===== src/rtl/universal_shift_register.sv =====
// Mode-selectable shift register: single-step shift/rotate/load/clear plus a
// counted burst engine that repeats one shift mode N times with busy/done.
module universal_shift_register #(
  parameter int WIDTH = 8,
  parameter int CNT_W = $clog2(WIDTH) + 1
) (
  input  logic             clk,
  input  logic             reset,
  input  logic             en,
  input  logic [2:0]       mode,
  input  logic             serial_in_msb,
  input  logic             serial_in_lsb,
  input  logic [WIDTH-1:0] load_data,
  input  logic             start,
  input  logic [CNT_W-1:0] shift_amt,
  output logic [WIDTH-1:0] Q,
  output logic             serial_out_lsb,
  output logic             serial_out_msb,
  output logic             busy,
  output logic             done
);

  localparam logic [2:0] MODE_HOLD = 3'b000;
  localparam logic [2:0] MODE_SR   = 3'b001;
  localparam logic [2:0] MODE_SL   = 3'b010;
  localparam logic [2:0] MODE_RR   = 3'b011;
  localparam logic [2:0] MODE_RL   = 3'b100;
  localparam logic [2:0] MODE_ASR  = 3'b101;
  localparam logic [2:0] MODE_LOAD = 3'b110;
  localparam logic [2:0] MODE_CLR  = 3'b111;

  localparam logic [CNT_W-1:0] CNT_ZERO = {CNT_W{1'b0}};
  localparam logic [CNT_W-1:0] CNT_ONE  = {{(CNT_W-1){1'b0}}, 1'b1};

  typedef enum logic {
    ST_IDLE  = 1'b0,
    ST_BURST = 1'b1
  } state_e;

  state_e           state_q, state_d;
  logic [2:0]       burst_mode_q, burst_mode_d;
  logic [CNT_W-1:0] count_q, count_d;
  logic [WIDTH-1:0] q_q, q_d;
  logic             busy_q, busy_d;
  logic             done_q, done_d;

  // One register step for the given operation code.
  function automatic logic [WIDTH-1:0] step_fn(
    input logic [2:0]       op,
    input logic [WIDTH-1:0] cur,
    input logic             fill_msb,
    input logic             fill_lsb,
    input logic [WIDTH-1:0] ld
  );
    logic [WIDTH-1:0] res;
    case (op)
      MODE_HOLD: res = cur;
      MODE_SR:   res = {fill_msb, cur[WIDTH-1:1]};
      MODE_SL:   res = {cur[WIDTH-2:0], fill_lsb};
      MODE_RR:   res = {cur[0], cur[WIDTH-1:1]};
      MODE_RL:   res = {cur[WIDTH-2:0], cur[WIDTH-1]};
      MODE_ASR:  res = {cur[WIDTH-1], cur[WIDTH-1:1]};
      MODE_LOAD: res = ld;
      MODE_CLR:  res = {WIDTH{1'b0}};
      default:   res = cur;
    endcase
    return res;
  endfunction

  // Only the five shift/rotate codes can be repeated by the burst engine.
  function automatic logic is_burst_mode(input logic [2:0] op);
    logic ok;
    case (op)
      MODE_SR, MODE_SL, MODE_RR, MODE_RL, MODE_ASR: ok = 1'b1;
      default:                                      ok = 1'b0;
    endcase
    return ok;
  endfunction

  // Next-state, datapath and handshake decode.
  always_comb begin
    state_d      = state_q;
    burst_mode_d = burst_mode_q;
    count_d      = count_q;
    q_d          = q_q;
    done_d       = 1'b0;
    case (state_q)
      ST_IDLE: begin
        if (en) begin
          if (start && is_burst_mode(mode)) begin
            burst_mode_d = mode;
            count_d      = shift_amt;
            if (shift_amt != CNT_ZERO) begin
              state_d = ST_BURST;
            end else begin
              done_d = 1'b1;
            end
          end else begin
            q_d = step_fn(mode, q_q, serial_in_msb, serial_in_lsb, load_data);
          end
        end else begin
          state_d = ST_IDLE;
        end
      end
      ST_BURST: begin
        // Burst ignores mode/start/load_data; fills are still live each step.
        if (en) begin
          q_d     = step_fn(burst_mode_q, q_q, serial_in_msb, serial_in_lsb, load_data);
          count_d = count_q - CNT_ONE;
          if (count_q == CNT_ONE) begin
            state_d = ST_IDLE;
            done_d  = 1'b1;
          end else begin
            state_d = ST_BURST;
          end
        end else begin
          state_d = ST_BURST;
        end
      end
      default: begin
        state_d = ST_IDLE;
        count_d = CNT_ZERO;
      end
    endcase
    busy_d = (state_d == ST_BURST);
  end

  // State, datapath and registered handshake outputs.
  always_ff @(posedge clk or negedge reset) begin
    if (!reset) begin
      state_q      <= ST_IDLE;
      burst_mode_q <= MODE_HOLD;
      count_q      <= CNT_ZERO;
      q_q          <= {WIDTH{1'b0}};
      busy_q       <= 1'b0;
      done_q       <= 1'b0;
    end else begin
      state_q      <= state_d;
      burst_mode_q <= burst_mode_d;
      count_q      <= count_d;
      q_q          <= q_d;
      busy_q       <= busy_d;
      done_q       <= done_d;
    end
  end

  assign Q              = q_q;
  assign serial_out_lsb = q_q[0];
  assign serial_out_msb = q_q[WIDTH-1];
  assign busy           = busy_q;
  assign done           = done_q;

endmodule


===== config.mk =====
export PLATFORM = sky130hd
export DESIGN_NAME = universal_shift_register
export DESIGN_NICKNAME = d
export VERILOG_FILES = /design/src/rtl/universal_shift_register.sv
export SDC_FILE = /design/constraint.sdc
export NUM_CORES = 1
export LEC_CHECK = 0
export BUFFER_PORTS_ARGS = -buffer_cell sky130_fd_sc_hd__buf_4
export CORE_MARGIN = 2
export CORE_UTILIZATION = 30
export CTS_BUF_LIST = sky130_fd_sc_hd__clkbuf_2 sky130_fd_sc_hd__clkbuf_4 sky130_fd_sc_hd__clkbuf_8
export DETAILED_ROUTE_END_ITERATION = 16
export GPL_TIMING_DRIVEN = 0
export PLACE_DENSITY = 0.51
export SETUP_SLACK_MARGIN = 0.3
export SLEW_MARGIN = 20
export SYNTH_ARGS = -nofsm -noshare
export SYNTH_HDL_FRONTEND = slang
export SYNTH_SLANG_ARGS = --single-unit

===== constraint.sdc =====
create_clock -name clk -period 3.4 [get_ports clk]
set_input_delay 0.17 -clock clk [delete_from_list [all_inputs] [get_ports clk]]
set_output_delay 0.17 -clock clk [all_outputs]
set_load 0.02 [all_outputs]

==> flow_summary.json <==
{
  "status": "completed",
  "cts_tree": "done",
  "crit_required_ns": 3.59,
  "syn2layout_area_growth_pct": 25.1,
  "yosysTopAreaCell": "dfrtp_1",
  "drv_slew": 0,
  "start_kind": "register",
  "vias_per_cell": 5.56,
  "layout-drive-gt1-share": 0.321,
  "critPathTopFamily": "compound AO/OA/AOI/OAI gates",
  "wire_per_inst_um": 16.2,
  "clk_latency_ns": 0.26,
  "dieWidth_um": 72.1,
  "syn_inst": 155,
  "seq_area_frac_synth": 0.306,
  "clkSinkCount": 17,
  "grt_use_total": 0.158,
  "place_congestion": 0.837,
  "endpoint": "Q[6]",
  "drc_errors": 0,
  "insertedDiodeCount": 0,
  "synth_edf_count": 0,
  "dr_total_vias": 1346,
  "finalHoldViolations": 0,
  "p_leak_nw": 0.734,
  "syn_avg_cell_area_sq_um": 8.98,
  "slowest_stage": "dfrtp_1",
  "synthArstFlopShare": 1.00,
  "portBuffers": 30,
  "dr.first_iter.drc_count": 86,
  "fin_util": 0.394,
  "rsz0062_at_grt": "false",
  "worst_pin_slew_ns": 0.515,
  "wirelength_um": 3930,
  "crit_chain": "buf_4 -> xnor2_1 -> nor2_1 -> a22oi_1 -> a32o_1 -> o21ai_2",
  "hpwlAfterDp_um": 2930,
  "ant_nets": 0,
  "post_cts_buffers": 0,
  "path_max_fanout": 10,
  "setup_viol": 0,
  "cts.htree.levels": 1,
  "worst-path-stages": 6,
  "cts_root_buf": "clkbuf_8",
  "hold_ws_ns": 0.215,
  "finalSetupTns_ns": 0,
  "r2r_cells": 6,
  "cpPeakStageDelay_ns": 0.39,
  "worstReg2RegStart": "burst_mode_q[1]",
  "end_kind": "register",
  "critPathArrivalTime_ns": 1.87,
  "cts_max_path_buffers": 2,
  "antenna_found_initial": 0,
  "finalPower_mw": 1.51,
  "maxSlewHeadroom": 0.657,
  "hold_path_class": "input port to register",
  "cts_buffers": 3,
  "fin_crit_ns": 1.68,
  "clkTransAtPathRegs_ns": 0.07,
  "ios": 33,
  "yosysWarnings": 0,
  "fmax_mhz": 596,
  "start_util": 0.315,
  "grt_overflow": 0,
  "die_area_sq_mm": 0.00520,
  "final_nets": 214,
  "finClkSkew_ns": 0.00301,
  "coreArea_sq_mm": 0.00441,
  "synth_area_sq_mm": 0.00139,
  "drt-pass1-iter-count": 4,
  "irDropWorstVdd_uv": 321,
  "p_per_area_mw_per_mm2": 870,
  "r2r_end": "Q[6]",
  "crit_path_start": "burst_mode_q[1]",
  "grt_max_degree": 18,
  "grt_pass1_vias": 1288,
  "crit_buf_inv": 1,
  "die_h_um": 72.1,
  "synth_top_area_share": 0.306,
  "synth.distinct_cells": 55,
  "drv_cap": 0,
  "post-route-period-util": 0.494,
  "rrSetupSlack_ns": 1.72,
  "ys_top_cells_by_area": "dfrtp_1 (31%), a211oi_1 (5.9%), a22o_1 (5.7%), o31ai_1 (3.8%), a21oi_1 (3.6%)",
  "synth_nets": 178,
  "grt_pass1_wl_um": 6520,
  "hp-start": "mode[2]",
  "rows": 24,
  "holdPathStages": 2,
  "worstSetupPathType": "register to register",
  "synth_seq_cells": 17,
  "synthFlopType": "dfrtp_1"
}
## logic make-up (layout without fill, tap and decap cells)
kind of cell,count (synthesis),in the layout,synth area share
AND/OR/NAND/NOR,42,42,0.174
XOR/XNOR,2,2,0.0126
adder cells (fa/ha/maj),3,3,0.0261
AO/OA/AOI/OAI,66,66,0.343
buffers and inverters,19,54,0.0926
multiplexers,6,6,0.0468
flip-flops,17,17,0.306
## metal layers
metal	part of all wire	track usage	up-vias
li1	-	-	667
met1	0.46	0.210	641
met2	0.49	0.268	36
met3	0.052	0.0389	2
met4	0.0025	0.0189	0
met5	0	0	-
## where the power goes
group | switching [mW] | internal [mW] | total [mW]
logic | 0.485 | 0.427 | 0.911
clock network | 0.0763 | 0.0913 | 0.168
registers | 0.139 | 0.296 | 0.435
## flip-flops by register name (all words and copies together) (netlist names)
register / cells
Q: 8
burst_mode_q: 3
busy: 1
count_q: 4
done: 1
## cells in the final DEF (no fill, tap or decap), types with 4 or more instances in the layout
master,instances
nand2_1,13
o21ai_0,7
o22ai_1,4
nor2_1,4
mux2_2,4
nor3_1,4
dfrtp_1,17
a21oi_1,10
o31ai_1,7
buf_4,35
a211oi_1,11
a22o_1,9
## stage by stage
step | instances | area (sq um) | worst slack [ns]
detailed placement | 237 | 1680 | 1.69
floorplan | 155 | 1390 | 1.81
finish | 242 | 1740 | 1.72
global placement | 237 | 1680 | 1.75
global route | 242 | 1740 | 1.53
CTS | 242 | 1740 | 1.69
## Yosys cell counts, drive strengths merged, types with 2 or more instances
library cell	count
a31oi	2
mux2i	2
nor2b	2
nor3	5
dfrtp	17
nand3b	2
a21oi	11
a211oi	11
ha	2
nand3	3
nand2b	2
inv	5
mux2	4
o21ai	10
a22o	9
nor2	6
a21o	2
nand2	14
clkbuf	3
o31ai	7
buf	11
xnor2	2
o22ai	4
## timing repair
item,CTS,global route
resized for setup,0,0
endpoints found under the setup margin,0,0
hold buffers,1,0
endpoints found under the hold margin,17,0
## worst register-to-register path: stages (launching register included)
cell and delay (ns):
dfrtp_1 0.39, buf_4 0.18, xnor2_1 0.13, nor2_1 0.37, a22oi_1 0.14, a32o_1 0.30
o21ai_2 0.10
## worst min path at each step
stage / endpoint
floorplan: Q[0]
global placement: Q[3]
detailed placement: Q[3]
CTS: burst_mode_q[2]
global route: burst_mode_q[2]
finish: burst_mode_q[2]
## area by class of cell
type	instances	area [sq um]
sequential	17	425
fill	454	2670
tap	52	65.1
clock buffer	4	48.8
timing repair buffer	31	235
buffer	14	108
inverter	5	21.3
multi-input combinational	119	837
(Power assumes the default switching activity.)
